**src/rtl/riscv_trace_pkg.sv**
```systemverilog
// Shared types for the commit-trace buffer: event kinds and the packed entry.
// Defining TRACE_TIMESTAMP_EN adds a cycle-stamp field to every entry.
package riscv_trace_pkg;

    localparam int TRACE_ADDR_W = 9;
    localparam int TRACE_DATA_W = 32;
    localparam int TRACE_TS_W   = 16;
    localparam int TRACE_DROP_W = 8;

    typedef enum logic [1:0] {
        MK_NONE     = 2'd0,
        MK_WRITE    = 2'd1,
        MK_READ     = 2'd2,
        MK_CONFLICT = 2'd3
    } mem_kind_e;

    typedef struct packed {
`ifdef TRACE_TIMESTAMP_EN
        logic [TRACE_TS_W-1:0]   ts;
`endif
        logic                    reg_v;
        logic [4:0]              reg_num;
        logic [TRACE_DATA_W-1:0] reg_data;
        mem_kind_e               mem_kind;
        logic [TRACE_ADDR_W-1:0] addr;
        logic [TRACE_DATA_W-1:0] mem_data;
    } trace_entry_t;

endpackage

```
**src/rtl/trace_fifo.sv**
```systemverilog
// Generic synchronous FIFO with flush; async active-low reset.
// Ports: push/wdata in, pop/rdata out (rdata=0 when empty), full/empty/level.
module trace_fifo #(
    parameter int DEPTH = 16,
    parameter int WIDTH = 8
) (
    input  logic                       clk,
    input  logic                       reset,
    input  logic                       flush,
    input  logic                       push,
    input  logic [WIDTH-1:0]           wdata,
    input  logic                       pop,
    output logic [WIDTH-1:0]           rdata,
    output logic                       full,
    output logic                       empty,
    output logic [$clog2(DEPTH):0]     level
);

    localparam int PTR_W = $clog2(DEPTH);
    localparam int LVL_W = PTR_W + 1;

    logic [WIDTH-1:0] mem_q [DEPTH];
    logic [PTR_W-1:0] wptr_q, wptr_d;
    logic [PTR_W-1:0] rptr_q, rptr_d;
    logic [LVL_W-1:0] cnt_q, cnt_d;
    logic             do_push, do_pop;

    assign empty = (cnt_q == '0);
    assign full  = (cnt_q == LVL_W'(DEPTH));
    assign level = cnt_q;
    assign rdata = empty ? '0 : mem_q[rptr_q];

    // A full FIFO still accepts a push when the head leaves the same cycle.
    assign do_pop  = pop && !empty && !flush;
    assign do_push = push && (!full || do_pop) && !flush;

    always_comb begin
        wptr_d = wptr_q;
        rptr_d = rptr_q;
        cnt_d  = cnt_q;
        if (flush) begin
            wptr_d = '0;
            rptr_d = '0;
            cnt_d  = '0;
        end else begin
            if (do_push) wptr_d = wptr_q + PTR_W'(1);
            if (do_pop)  rptr_d = rptr_q + PTR_W'(1);
            cnt_d = cnt_q + LVL_W'(do_push) - LVL_W'(do_pop);
        end
    end

    always_ff @(posedge clk or negedge reset) begin
        if (!reset) begin
            wptr_q <= '0;
            rptr_q <= '0;
            cnt_q  <= '0;
        end else begin
            wptr_q <= wptr_d;
            rptr_q <= rptr_d;
            cnt_q  <= cnt_d;
        end
    end

    // Storage needs no reset: rdata is masked while empty.
    always_ff @(posedge clk) begin
        if (do_push) mem_q[wptr_q] <= wdata;
    end

endmodule

```
**src/rtl/riscv_trace_buffer.sv**
```systemverilog
// Packs core reg-write / data-memory events into trace entries and queues them.
// Ports: core observation inputs, clear, valid/ready drain, overflow/drop/frozen/level status.
// Optional TRACE_TIMESTAMP_EN stamps each entry with a free-running cycle count.
module riscv_trace_buffer
    import riscv_trace_pkg::*;
#(
    parameter int DEPTH  = 16,
    parameter int ADDR_W = 9,
    parameter int DATA_W = 32,
    parameter int TS_W   = 16
) (
    input  logic                    clk,
    input  logic                    reset,
    input  logic                    reg_write_sig,
    input  logic [4:0]              reg_num,
    input  logic [DATA_W-1:0]       reg_data,
    input  logic                    wr,
    input  logic                    rd,
    input  logic [ADDR_W-1:0]       addr,
    input  logic [DATA_W-1:0]       wr_data,
    input  logic [DATA_W-1:0]       rd_data,
    input  logic                    Halt_riscv,
    input  logic                    clear,
    output logic                    out_valid,
    input  logic                    out_ready,
    output trace_entry_t            out_entry,
    output logic                    overflow,
    output logic [TRACE_DROP_W-1:0] drop_count,
    output logic                    frozen,
    output logic [$clog2(DEPTH):0]  level
);

    if (ADDR_W != TRACE_ADDR_W || DATA_W != TRACE_DATA_W ||
        TS_W != TRACE_TS_W) begin : g_bad_cfg
        $error("widths must match riscv_trace_pkg");
    end

    typedef enum logic {CAPTURE = 1'b0, FROZEN = 1'b1} state_e;

    state_e                  state_q, state_d;
    logic                    ovf_q, ovf_d;
    logic [TRACE_DROP_W-1:0] drop_q, drop_d;
    trace_entry_t            ent;
    logic                    ev, pop, drop;
    logic                    full, empty;

`ifdef TRACE_TIMESTAMP_EN
    logic [TS_W-1:0] ts_q, ts_d;

    assign ts_d = clear ? '0 : ts_q + TS_W'(1);

    always_ff @(posedge clk or negedge reset) begin
        if (!reset) ts_q <= '0;
        else        ts_q <= ts_d;
    end
`endif

    assign ev   = (state_q == CAPTURE) && (reg_write_sig || wr || rd);
    assign pop  = out_valid && out_ready && !clear;
    assign drop = ev && !clear && full && !pop;

    always_comb begin
        ent = '0;
`ifdef TRACE_TIMESTAMP_EN
        ent.ts = ts_q;
`endif
        if (reg_write_sig) begin
            ent.reg_v    = 1'b1;
            ent.reg_num  = reg_num;
            ent.reg_data = reg_data;
        end
        unique case (1'b1)
            (wr && rd): begin
                ent.mem_kind = MK_CONFLICT;
                ent.addr     = addr;
                ent.mem_data = wr_data;
            end
            (wr && !rd): begin
                ent.mem_kind = MK_WRITE;
                ent.addr     = addr;
                ent.mem_data = wr_data;
            end
            (rd && !wr): begin
                ent.mem_kind = MK_READ;
                ent.addr     = addr;
                ent.mem_data = rd_data;
            end
            default: ent.mem_kind = MK_NONE;
        endcase
    end

    always_comb begin
        state_d = state_q;
        ovf_d   = ovf_q;
        drop_d  = drop_q;
        if (clear) begin
            state_d = CAPTURE;
            ovf_d   = 1'b0;
            drop_d  = '0;
        end else begin
            if (state_q == CAPTURE && Halt_riscv) state_d = FROZEN;
            if (drop) begin
                ovf_d = 1'b1;
                if (drop_q != '1) drop_d = drop_q + TRACE_DROP_W'(1);
            end
        end
    end

    always_ff @(posedge clk or negedge reset) begin
        if (!reset) begin
            state_q <= CAPTURE;
            ovf_q   <= 1'b0;
            drop_q  <= '0;
        end else begin
            state_q <= state_d;
            ovf_q   <= ovf_d;
            drop_q  <= drop_d;
        end
    end

    trace_fifo #(
        .DEPTH (DEPTH),
        .WIDTH ($bits(trace_entry_t))
    ) u_fifo (
        .clk   (clk),
        .reset (reset),
        .flush (clear),
        .push  (ev),
        .wdata (ent),
        .pop   (pop),
        .rdata (out_entry),
        .full  (full),
        .empty (empty),
        .level (level)
    );

    assign out_valid  = !empty;
    assign overflow   = ovf_q;
    assign drop_count = drop_q;
    assign frozen     = (state_q == FROZEN);

endmodule

```
**config.mk**
```make
export PLATFORM = sky130hd
export DESIGN_NAME = riscv_trace_buffer
export DESIGN_NICKNAME = d
export VERILOG_FILES = /design/src/rtl/riscv_trace_pkg.sv /design/src/rtl/trace_fifo.sv /design/src/rtl/riscv_trace_buffer.sv
export SDC_FILE = /design/constraint.sdc
export NUM_CORES = 1
export LEC_CHECK = 0
export ABC_AREA = 1
export BUFFER_PORTS_ARGS = -buffer_cell sky130_fd_sc_hd__clkbuf_2
export CAP_MARGIN = 30
export CORE_UTILIZATION = 31
export CTS_CLUSTER_SIZE = 16
export DETAILED_ROUTE_END_ITERATION = 6
export HOLD_SLACK_MARGIN = 0.08
export PLACE_DENSITY = 0.55
export SLEW_MARGIN = 30
export SYNTH_ARGS = -nofsm -noshare
export SYNTH_HDL_FRONTEND = slang
export SYNTH_SLANG_ARGS = --single-unit
```
**constraint.sdc**
```tcl
create_clock -name clk -period 6.8 [get_ports clk]
set_clock_uncertainty 0.1 [all_clocks]
set_input_delay 1.02 -clock clk [delete_from_list [all_inputs] [get_ports clk]]
set_output_delay 1.02 -clock clk [all_outputs]
set_load 0.05 [all_outputs]
```
[After elaboration in Yosys (flattened, before gate mapping)]
Memories as Yosys holds them, arrays and structs flattened.
Cells that the tools add are included.
Operators by class
  bitwise logic cells: 1
  muxes and demuxes: 18
  add/sub/neg operators: 5
  reductions and logical operators: 31
  eq/ne operators: 2
Operators by type and width (count)
  one-hot mux 41 bit (2 select lines): 1
  two-way mux 81 bit: 1
  two-way mux 38 bit: 1
  two-way mux 8 bit: 3
  two-way mux 4 bit: 4
  logical AND 1 bit: 14
  nonzero test 2 bit: 5
  adder 4 x 1 -> 4 bit, second input constant: 2
  adder 8 x 1 -> 8 bit, second input constant: 1
  inequality test 8 bit, second input constant: 1
  zero test 1 bit: 6
  two-way mux 1 bit: 6
  one-hot mux 2 bit (3 select lines): 1
  adder 5 x 1 -> 5 bit: 1
  equality test 5 bit, second input constant: 1
  zero test 5 bit: 1
  two-way mux 5 bit: 1
  subtractor 5 x 1 -> 5 bit: 1
  logical OR 1 bit: 3
  AND reduction 2 bit: 1
  OR reduction 2 bit: 1
  inverter 1 bit: 1
Word-level totals
  bits in writable memories: 1296
  memories kept: 1
  register bits after elaboration: 23
  word-level logic and storage cells: 64
  output and inout bits: 97
  input port bits: 118
Memory list
  u_fifo.mem_q: words 16, width 81, read ports 1, clocked after memory_dff 0, write ports 1, RTL line trace_fifo.sv:22  | logic [WIDTH-1:0] mem_q [DEPTH];

[Depth between registers and ports, before layout]
Gate-level depths: netlist of run 1.
  depth after elaboration: 12
  gate-level depth with buffers: 16
  depth with buffers taken out: 16

[By module]
A second synthesis of run 1 with hierarchy kept.
Unflattened totals
  cells, all modules: 5498
  area total of the unflattened synthesis: 56869.5 um2
Modules (own cells, without submodules)
  trace_fifo: cells each 5198, times used 1, sequential area each 39242.6 um2, area each 55364.3 um2
  riscv_trace_buffer: cells each 300, times used 1, sequential area each 250.2 um2, area each 1505.2 um2

[Worst setup path before layout of run 1]
No wires, ideal clock.
  kind: register to register
  from: reg u_fifo.cnt_q[2] (netlist: u_fifo.level[2])
  to: mem u_fifo.mem_q[0][0] in the netlist's numbering, enable pin
  library setup time: 0.521 ns
  arrival time: 5.319 ns
  period minus slack after synthesis: 5.939 ns
  slack: 0.861 ns
  cell stages (with the launch flop): 10
  buffers on the path: 0
  required time: 6.179 ns
  cells stage by stage: dfrtp_1 > inv_1 > ha_1 > nand3_2 > nand3_1 > nand2_1 > nand2_1 > nor2_2 > inv_2 > nor2_1
On the way
  longest elaborated chain between the ends: 11
  elaborated cells between the ends (all ways): 13
  those cells by class: 1 x eq/ne; 2 x mux; 10 x reduce/logical
RTL lines
  start, declared: RTL line trace_fifo.sv:25  | logic [LVL_W-1:0] cnt_q, cnt_d;
  start signal, assigned: RTL line trace_fifo.sv:60  | cnt_q <= cnt_d;
  zero test 5 bit (*): RTL line trace_fifo.sv:28  | assign empty = (cnt_q == '0);
  zero test 1 bit (*): RTL line riscv_trace_buffer.sv:137  | assign out_valid = !empty;
  via out_valid: RTL line riscv_trace_buffer.sv:24  | output logic out_valid,
  logical AND 1 bit (2 in series): RTL line riscv_trace_buffer.sv:59  | assign pop = out_valid && out_ready && !clear;
  logical AND 1 bit (*) (2 in series): RTL line trace_fifo.sv:34  | assign do_pop = pop && !empty && !flush;
  logical OR 1 bit (*): RTL line trace_fifo.sv:35  | assign do_push = push && (!full || do_pop) && !flush;
  logical AND 1 bit (*) (2 in series): RTL line trace_fifo.sv:35
  two-way mux 1 bit (*): RTL line trace_fifo.sv:66  | if (do_push) mem_q[wptr_q] <= wdata;
  two-way mux 1 bit (implied by the code) (*): RTL line trace_fifo.sv:66
  end, declared: RTL line trace_fifo.sv:22
Mark *: on every way through the listed nets, which the timed path passes. The rest lies on a longest branch.

==> results_tabular.tex, run 1 <==
\begin{tabular}{lr}
\hline
Metric & Value \\
\hline
\multicolumn{2}{l}{\textbf{Setup path}} \\
\quad Sum of buffers and inverters on the critical path & 3 \\
\quad Critical-path cell list & buf\_4, buf\_4, nand2\_1, nand2\_1, nand2\_1, nand3\_1, nand3\_1, a21oi\_1, clkbuf\_2 \\
\quad Crit. Startpoint & u\_fifo.rptr\_q[0]\$\_DFFE\_PN0P\_ \\
\quad Worst setup path category & reg2out \\
\quad Family with the most delay on the worst path & buffers and inverters \\
\quad Worst Setup End Kind & output pin \\
\quad Launch point of the worst reg-to-reg path & u\_fifo.level[2]\$\_DFF\_PN0\_ \\
\quad Reg2Reg Setup Slack & 2.91 ns \\
\quad Kind of launch point of the worst setup path & register \\
\quad Arrival @ worst endpoint & 4.28 ns \\
\quad Endpoint of the lowest-slack register-to-register path & u\_fifo.mem\_q[8][35]\$\_DFFE\_PP\_ \\
\quad Capturing element of the worst setup path & out\_entry[1] \\
\quad Critical path depth in cells & 9 \\
\quad Highest fanout seen on the critical path & 80 \\
\quad Crit path required time & 5.68 ns \\
\quad Library cell appearing most often on the critical path & nand2\_1 \\
\quad Cell at the slowest stage of the critical path & buf\_4 \\
\quad Delay of the slowest cell on the worst path & 0.81 ns \\
\quad Worst R2R Path Depth & 11 \\
\multicolumn{2}{l}{\textbf{Timing}} \\
\quad Unrepaired setup endpoints after global routing & no \\
\quad Final Slew Violations & 0 \\
\quad Final-layout setup total negative slack & 0 ns \\
\quad Worst Setup Slack, final & 1.40 ns \\
\quad Worst hold slack & 0.161 ns \\
\quad Actual slew at the worst max-slew pin & 1.01 ns \\
\quad Period Utilization, post-route & 0.795 \\
\quad Rel. slew slack & 0.324 \\
\quad Period minus WS final & 5.40 ns \\
\quad Fin. Hold Viols & 0 \\
\quad Top achievable clock speed & 0.185 GHz \\
\quad Number of setup violations in the final report & 0 \\
\multicolumn{2}{l}{\textbf{Finish}} \\
\quad Ratio of cells with drive above 1 in the final layout & 0.0902 \\
\quad Post-layout nets & 5,770 \\
\quad Count of non-filler cells in the finished layout & 8,127 \\
\quad Final standard cell area without fillers & 65,100 µm² \\
\quad Area added between synthesis and finish & 14.5\% \\
\multicolumn{2}{l}{\textbf{Synth}} \\
\quad Syn nets & 5,633 \\
\quad Avg Inst Size Synth & 10.3 µm² \\
\quad Primary flip-flop cell chosen by synthesis mapping & edfxtp\_1 \\
\quad Gate count after technology mapping & 5,502 \\
\quad Register bit total from synthesis & 1,319 \\
\quad Post-synthesis cell area & 56,800 µm² \\
\quad Count of different cell masters after synthesis & 23 \\
\quad Post-synthesis sequential area ratio & 0.695 \\
\quad Number of flops mapped to enable cells by yosys & 1,296 \\
\quad Proportion of synthesized flip-flops having asynchronous set or reset & 0.0174 \\
\quad Synthesis warning total & 0 \\
\multicolumn{2}{l}{\textbf{Place}} \\
\quad Input/output buffers & 214 \\
\quad Placed cell areas & 60,400 µm² \\
\quad Worst setup timing slack at the placement stage & 2.14 ns \\
\quad Routability congestion estimate from global placement & 0.757 \\
\quad DP HPWL & 79,900 µm \\
\quad Cell count after placement & 7,856 \\
\multicolumn{2}{l}{\textbf{Global routing}} \\
\quad Largest net degree at the start of global routing & 183 \\
\quad Global route total overflow & 0 \\
\quad Number of global-route vias before repair & 37,100 \\
\quad Gr usage total & 0.176 \\
\quad Antenna violations before repair & 3 \\
\quad First-pass GRT wire length & 241,000 µm \\
\multicolumn{2}{l}{\textbf{CTS}} \\
\quad CTS tree & built \\
\quad Buffers inserted by post-CTS timing repair & 0 \\
\quad Clock Sinks & 1,319 \\
\quad CTS clock-pin slew for the worst setup and hold paths & 0.06 ns \\
\quad H-tree depth reported by CTS & 4 \\
\quad Clock root buffer & clkbuf\_16 \\
\quad Quantity of hold-fixing buffers added after cts & 0 \\
\quad Buffers from clock root to sink, at most & 3 \\
\quad TritonCTS Buffers & 149 \\
\quad Resize count post-CTS & 0 \\
\quad Clock latency on the worst-skew pair & 0.79 ns \\
\multicolumn{2}{l}{\textbf{Routing}} \\
\quad Number of violations reported at the end of detailed-routing iteration 0 & 3,692 \\
\quad First-pass iteration count of the detailed router & 5 \\
\quad Via Count & 38,400 \\
\quad \# DRC & 0 \\
\quad Vias per inst & 4.72 \\
\quad Detailed Route WL & 165,000 µm \\
\quad Routed length per instance & 20.3 µm \\
\quad Antenna-violating nets left & 0 \\
\multicolumn{2}{l}{\textbf{Min path}} \\
\quad Type of the tightest min-delay check & in2async \\
\multicolumn{2}{l}{\textbf{Floorplan}} \\
\quad Number of I/O pins & 215 \\
\quad Row count & 156 \\
\quad Die Span Y & 430 µm \\
\quad Initial Util & 0.313 \\
\quad Horizontal die dimension & 430 µm \\
\quad Placeable core region & 181,000 µm² \\
\quad Floorplan die area & 185,000 µm² \\
\multicolumn{2}{l}{\textbf{Power}} \\
\quad Worst voltage drop across the vdd grid & 0.345 mV \\
\quad Total leakage power & 27.0 nW \\
\quad Power per Cell Area & 358 nW/µm² \\
\multicolumn{2}{l}{\textbf{Run}} \\
\quad Max-capacitance violation count & 0 \\
\multicolumn{2}{l}{\textbf{Outcome}} \\
\quad Run status & finished, final reports clean \\
\hline
\end{tabular}
## flip-flops by register name, indices dropped and copies added, names as in the netlist
| signal | cells |
|---|---|
| frozen | 1 |
| u_fifo.wptr_q | 4 |
| u_fifo.rptr_q | 4 |
| u_fifo.mem_q | 1296 |
| drop_count | 8 |
| u_fifo.level | 5 |
| overflow | 1 |
## where the power goes
group / internal [mW] / total (mW) / leakage, nW / switching, mW
Combinational: 1.41 / 6.39 / 12.6 / 4.98
Sequential: 9.17 / 9.28 / 12.1 / 0.113
Clock: 4.35 / 7.62 / 2.24 / 3.27
## per-layer routing
| metal | part of all wire | wire, µm | vias up | GRT usage |
|---|---|---|---|---|
| met5 | 0.000073 | 12 | - | 0 |
| met3 | 0.065 | 10700 | 292 | 0.0353 |
| li1 | - | - | 18200 | - |
| met1 | 0.43 | 71100 | 18700 | 0.228 |
| met4 | 0.036 | 5950 | 2 | 0.0707 |
| met2 | 0.47 | 77300 | 1175 | 0.288 |
## worst reg2reg max path, stage by stage (launching register included)
cell and delay (ns):
dfrtp_1 0.38, inv_1 0.07, ha_1 0.22, nand3_2 0.13, nand3_1 0.15, nand2_1 0.14, nand2_1 0.16, nor2_2 0.23
inv_2 0.20, nor2_4 0.11, buf_4 0.64, buf_4 0.88
## final cells by class
type,count,area (µm²)
Clock buffer,187,3960
Inverter,736,2790
Timing Repair Buffer,287,1900
Multi-Input combinational cell,3146,13300
Fill cell,17700,116000
Sequential cell,1319,39500
Clock inverter,79,606
Tap cell,2370,2970
Antenna cell,3,7.51
## cell families (layout without fill, tap and decap cells)
| logic type | after synthesis | after routing | synth area share |
|---|---|---|---|
| simple gates | 3032 | 3032 | 0.220 |
| flops | 1319 | 1319 | 0.695 |
| buf+inv | 1037 | 1289 | 0.0728 |
| compound gates | 95 | 95 | 0.00839 |
| fa+ha+maj | 13 | 13 | 0.00299 |
| xor+xnor | 6 | 6 | 0.000925 |
| other cells | 0 | 3 | 0 |
## synthesized netlist by cell type, types with 3 or more instances
library cell | instances | share of area
xnor2_1 | 3 | 0.00046
buf_6 | 4 | 0.00079
nand2_1 | 2103 | 0.14
buf_4 | 11 | 0.0015
dfrtp_1 | 23 | 0.010
edfxtp_1 | 1296 | 0.68
inv_2 | 3 | 0.00020
buf_2 | 136 | 0.012
nand4_1 | 5 | 0.00055
o21ai_0 | 6 | 0.00053
xor2_1 | 3 | 0.00046
inv_1 | 733 | 0.048
nand3_1 | 872 | 0.077
buf_1 | 37 | 0.0024
clkbuf_1 | 113 | 0.0075
ha_1 | 12 | 0.0026
a21oi_1 | 88 | 0.0078
nor2_1 | 49 | 0.0032
## cell usage in the layout (no fill, tap or decap), drive strengths merged
master / count
xnor2: 3
fa: 1
clkbuf: 401
nand4: 5
o21ai: 6
nand3: 873
nor2: 50
clkinv: 64
a21oi: 88
xor2: 3
nor3: 1
bufinv: 6
edfxtp: 1296
nand2: 2103
diode: 3
buf: 73
inv: 745
dfrtp: 23
a31oi: 1
ha: 12
## metrics by stage
stage,total power [mW],utilization
after floorplan,13.9,-
after global placement,15.9,0.333
after detailed placement,15.9,0.333
after CTS,23.5,0.359
after global routing,24.3,0.359
final,23.3,0.359
## worst min-delay path by stage
stage                     slack, ns  cells past startpoint                          from                            to
after floorplan                0.45                      2  u_fifo.wptr_q[1]$_DFFE_PN0P_  u_fifo.wptr_q[1]$_DFFE_PN0P_
after global placement         0.46                      2          overflow$_DFFE_PN0P_          overflow$_DFFE_PN0P_
after detailed placement       0.47                      2          overflow$_DFFE_PN0P_          overflow$_DFFE_PN0P_
after CTS                      0.12                      1                         reset          overflow$_DFFE_PN0P_
after global routing           0.17                      1                         reset          overflow$_DFFE_PN0P_
final                          0.16                      1                         reset          overflow$_DFFE_PN0P_
Note: power is estimated with default switching activity, not from simulation.
==> inputs of run 2 (changes only) <==
--- a/config.mk
+++ b/config.mk
@@ -5,14 +5,14 @@
 export SDC_FILE = /design/constraint.sdc
 export NUM_CORES = 1
 export LEC_CHECK = 0
-export ABC_AREA = 1
+export ABC_AREA = 0
 export BUFFER_PORTS_ARGS = -buffer_cell sky130_fd_sc_hd__clkbuf_2
 export CAP_MARGIN = 30
 export CORE_UTILIZATION = 31
 export CTS_CLUSTER_SIZE = 16
 export DETAILED_ROUTE_END_ITERATION = 6
 export HOLD_SLACK_MARGIN = 0.08
-export PLACE_DENSITY = 0.55
+export PLACE_DENSITY = 0.56
 export SLEW_MARGIN = 30
 export SYNTH_ARGS = -nofsm -noshare
 export SYNTH_HDL_FRONTEND = slang
==> constraint.sdc (replaced) <==
create_clock -name clk -period 4.6 [get_ports clk]
set_clock_uncertainty 0.1 [all_clocks]
set_input_delay 0.69 -clock clk [delete_from_list [all_inputs] [get_ports clk]]
set_output_delay 0.69 -clock clk [all_outputs]
set_load 0.05 [all_outputs]
==> results_tabular.tex, run 2 <==
\begin{tabular}{lr}
\hline
Metric & Value \\
\hline
\multicolumn{2}{l}{\textbf{Floorplan}} \\
\quad Initial Util & 0.313 (-0.000557) \\
\quad Placeable core region & 161,000 µm² (-11\%) \\
\quad Floorplan die area & 164,000 µm² (-11\%) \\
\quad Row count & 147 (-5.8\%) \\
\quad Number of I/O pins & 215 (unchanged) \\
\quad Horizontal die dimension & 405 µm (-5.8\%) \\
\quad Die Span Y & 405 µm (-5.8\%) \\
\multicolumn{2}{l}{\textbf{Setup path}} \\
\quad Sum of buffers and inverters on the critical path & 2 (-1) \\
\quad Kind of launch point of the worst setup path & register \\
\quad Delay of the slowest cell on the worst path & 0.92 ns (+0.11 ns) \\
\quad Highest fanout seen on the critical path & 44 (-45\%) \\
\quad Worst Setup End Kind & output pin \\
\quad Worst setup path category & reg2out \\
\quad Cell at the slowest stage of the critical path & dfrtp\_4 \\
\quad Critical-path cell list & buf\_4, mux4\_2, a22o\_1, a221o\_1, clkbuf\_2 \\
\quad Family with the most delay on the worst path & flip-flops \\
\quad Crit path required time & 3.81 ns (-1.87 ns) \\
\quad Arrival @ worst endpoint & 3.70 ns (-0.58 ns) \\
\multicolumn{2}{l}{\textbf{Synth}} \\
\quad Number of flops mapped to enable cells by yosys & 1,296 (unchanged) \\
\quad Yosys top cell area share & 0.773 (+0.0882) \\
\quad Post-synthesis sequential area ratio & 0.785 (+0.0895) \\
\quad Most instantiated cells after synthesis & edfxtp\_1 (1,296), mux4\_2 (324), a22o\_1 (112) \\
\quad Synthesis warning total & 0 (unchanged) \\
\quad Primary flip-flop cell chosen by synthesis mapping & edfxtp\_1 \\
\quad Syn nets & 2,283 (-59\%) \\
\quad Cell type with the largest total area after synthesis & edfxtp\_1 \\
\quad Top area cells in the synthesized netlist & edfxtp\_1 (77\%), mux4\_2 (14\%), a22o\_1 (1.9\%), a221o\_1 (1.6\%), dfrtp\_1 (1.1\%) \\
\quad Post-synthesis cell area & 50,300 µm² (-11\%) \\
\quad Most used standard cell by instance count after synthesis & edfxtp\_1 \\
\quad Avg Inst Size Synth & 23.4 µm² (+130\%) \\
\quad Count of different cell masters after synthesis & 36 (+57\%) \\
\quad Gate count after technology mapping & 2,152 (-61\%) \\
\quad Proportion of synthesized flip-flops having asynchronous set or reset & 0.0174 (unchanged) \\
\quad Register bit total from synthesis & 1,319 (unchanged) \\
\multicolumn{2}{l}{\textbf{Power}} \\
\quad Net Switching & 9.74 mW (+16\%) \\
\quad Worst voltage drop across the vdd grid & 0.411 mV (+19\%) \\
\quad Logic pwr share & 0.252 (-0.022) \\
\quad Clk network pwr share & 0.323 (-0.004) \\
\quad Switching Share & 0.302 (-0.0565) \\
\quad Share of power burned in registers & 0.425 (+0.027) \\
\quad Power per Cell Area & 545 nW/µm² (+52\%) \\
\quad Total leakage power & 18.5 nW (-31\%) \\
\quad Internal power & 22.5 mW (+50\%) \\
\multicolumn{2}{l}{\textbf{Routing}} \\
\quad Vias per inst & 4.98 (+5.5\%) \\
\quad Detailed Route WL & 121,000 µm (-27\%) \\
\quad Antenna-violating nets left & 0 (unchanged) \\
\quad Via Count & 23,500 (-39\%) \\
\quad Number of violations reported at the end of detailed-routing iteration 0 & 1,840 (-50\%) \\
\quad \# DRC & 0 (unchanged) \\
\quad First-pass iteration count of the detailed router & 5 (unchanged) \\
\quad Routed length per instance & 25.6 µm (+26\%) \\
\multicolumn{2}{l}{\textbf{Timing}} \\
\quad Fin. Hold Viols & 0 (unchanged) \\
\quad Number of setup violations in the final report & 0 (unchanged) \\
\quad Actual slew at the worst max-slew pin & 0.942 ns (-0.0698 ns) \\
\quad Period minus WS final & 4.49 ns \\
\quad Final Slew Violations & 0 (unchanged) \\
\quad Top achievable clock speed & 0.223 GHz \\
\quad Rel. slew slack & 0.370 (+0.0468) \\
\quad Unrepaired setup endpoints after global routing & no \\
\quad Period Utilization, post-route & 0.975 \\
\multicolumn{2}{l}{\textbf{Finish}} \\
\quad Utilization of the core after routing & 0.367 (+0.00796) \\
\quad Final standard cell area without fillers & 59,000 µm² (-9.3\%) \\
\quad Ratio of cells with drive above 1 in the final layout & 0.323 (+0.233) \\
\quad Area added between synthesis and finish & 17.3\% \\
\quad Register name with the most flops & u\_fifo.mem\_q \\
\quad Top library cells by usage in the layout, fill and taps aside & edfxtp\_1 (1,296), mux4\_2 (324), clkbuf\_2 (212), clkbuf\_16 (145), a22o\_1 (112) \\
\quad Post-layout nets & 2,592 (-55\%) \\
\quad Count of non-filler cells in the finished layout & 4,727 (-42\%) \\
\quad Largest register FFs & 1,296 (unchanged) \\
\quad Commonest non-fill, non-tap cell in the layout & edfxtp\_1 \\
\multicolumn{2}{l}{\textbf{CTS}} \\
\quad Clock Sinks & 1,319 (unchanged) \\
\quad TritonCTS Buffers & 138 (-7.4\%) \\
\quad CTS tree & built \\
\quad CTS clock-pin slew for the worst setup and hold paths & 0.05 ns (about the same) \\
\quad Clock root buffer & clkbuf\_16 \\
\quad H-tree depth reported by CTS & 4 (unchanged) \\
\quad Buffers from clock root to sink, at most & 3 (unchanged) \\
\quad Clock latency on the worst-skew pair & 0.76 ns (-0.03 ns) \\
\quad Resize count post-CTS & 0 (unchanged) \\
\multicolumn{2}{l}{\textbf{Global routing}} \\
\quad Antenna violations before repair & 6 (+3) \\
\quad Met3 track demand over resource in global routing & 0.0252 (-0.0100) \\
\quad Gr usage total & 0.148 (-0.0276) \\
\quad Global route total overflow & 0 (unchanged) \\
\quad Number of global-route vias before repair & 25,200 (-32\%) \\
\quad Grt met1 use & 0.193 (-0.0352) \\
\quad First-pass GRT wire length & 176,000 µm (-27\%) \\
\quad Largest net degree at the start of global routing & 82 (-55\%) \\
\quad Most crowded layer after global routing & met2 \\
\quad Met2 Usage GRT & 0.250 (-0.0379) \\
\multicolumn{2}{l}{\textbf{Place}} \\
\quad Placed cell areas & 54,700 µm² (-9.5\%) \\
\quad Input/output buffers & 214 (unchanged) \\
\quad Cell count after placement & 4,469 (-43\%) \\
\quad DP HPWL & 66,600 µm (-17\%) \\
\quad Routability congestion estimate from global placement & 0.729 (-3.7\%) \\
\multicolumn{2}{l}{\textbf{Min path}} \\
\quad Type of the tightest min-delay check & in2reg \\
\multicolumn{2}{l}{\textbf{Run}} \\
\quad Max-capacitance violation count & 0 (unchanged) \\
\multicolumn{2}{l}{\textbf{Outcome}} \\
\quad Run status & finished, final reports clean \\
\hline
\end{tabular}
-- run 2: cell count changes after synthesis, sizes merged, moves of 10 or more --
cell	before	now
a22o	0	112
a21oi	88	9
mux4	0	324
nor2	50	40
inv	736	11
nand2	2103	10
clkbuf	113	77
and2	0	37
a221o	0	80
nor2b	0	12
buf	188	51
nand3	873	7
-- run 2: kinds of logic (layout without fill, tap and decap cells) --
family          count (synthesis)  after routing  synth area share
xor+xnor                       12             12           0.00209
other cells                     0              3                 0
buf+inv                       139            550            0.0129
mux                           327            327             0.146
flops                        1319           1319             0.785
fa+ha+maj                      13             13           0.00338
simple gates                  133            134            0.0141
compound gates                209            209            0.0374
-- run 2: power by group through the flow --
stage / combinational [mW] / clock (mW) / sequential (mW)
6_report: 8.11 / 10.4 / 13.7
3_3_place_gp: 8.28 / 0 / 13.9
5_1_grt: 8.61 / 11.1 / 13.7
3_5_place_dp: 8.32 / 0 / 13.9
4_1_cts: 8.36 / 10.6 / 13.7
2_1_floorplan: 6.02 / 0 / 13.9
-- run 2: through the flow --
step | total power, mW | setup WS, ns | hold WS, ns | TNS (ns)
floorplan | 19.9 | -1.33 | 0.294 | -934.89
global placement | 22.2 | 0.783 | 0.387 | 0
detailed placement | 22.3 | 0.772 | 0.399 | 0
CTS | 32.7 | 0.0485 | 0.143 | 0
finish | 32.2 | 0.113 | 0.193 | 0
global route | 33.4 | 0.0207 | 0.171 | 0
-- run 2: tightest hold or removal path, cell delays in order --
cell      delay (ns)
clkbuf_2        0.15
nand3_1         0.11
a21oi_1         0.06
-- run 2: timing repair --
item                       4_1_cts  5_1_grt
pin swaps                        0        1
setup buffers                    4        4
cloned                           1        0
hold endpoints to repair        24        0
hold buffers                     2        0
setup endpoints to repair        1        2
-- run 2: layout make-up --
| type | instances | area [µm²] |
|---|---|---|
| fillers | 14500 | 102000 |
| flip-flops and latches | 1319 | 39500 |
| multi-input cells | 695 | 10400 |
| clock buffers | 178 | 3750 |
| well taps | 2160 | 2700 |
| repair buffers | 296 | 2230 |
| clock inverters | 65 | 428 |
| inverters | 11 | 41.3 |
| diodes | 3 | 7.51 |
-- run 2: routing by layer --
metal	part of all wire	vias to the layer above	wire length, µm
met1	0.42	12800	50400
li1	-	9911	-
met4	0.025	0	3040
met3	0.049	151	6000
met5	0	-	0
met2	0.51	670	61700
-- run 2: path summary, 6_finish.rpt --
check,cells after the start,slack [ns],start,to
setup / recovery,5,0.11,u_fifo.rptr_q[1]$_DFFE_PN0P_,out_entry[80]
hold / removal,3,0.19,out_ready,u_fifo.rptr_q[1]$_DFFE_PN0P_
setup reg to reg,8,1.21,u_fifo.level[2]$_DFF_PN0_,u_fifo.mem_q[15][16]$_DFFE_PP_
hold reg to reg,2,0.41,overflow$_DFFE_PN0P_,overflow$_DFFE_PN0P_
max in group asynchronous,2,3.50,reset,u_fifo.rptr_q[0]$_DFFE_PN0P_
min in group asynchronous,2,0.41,reset,drop_count[5]$_DFFE_PN0P_
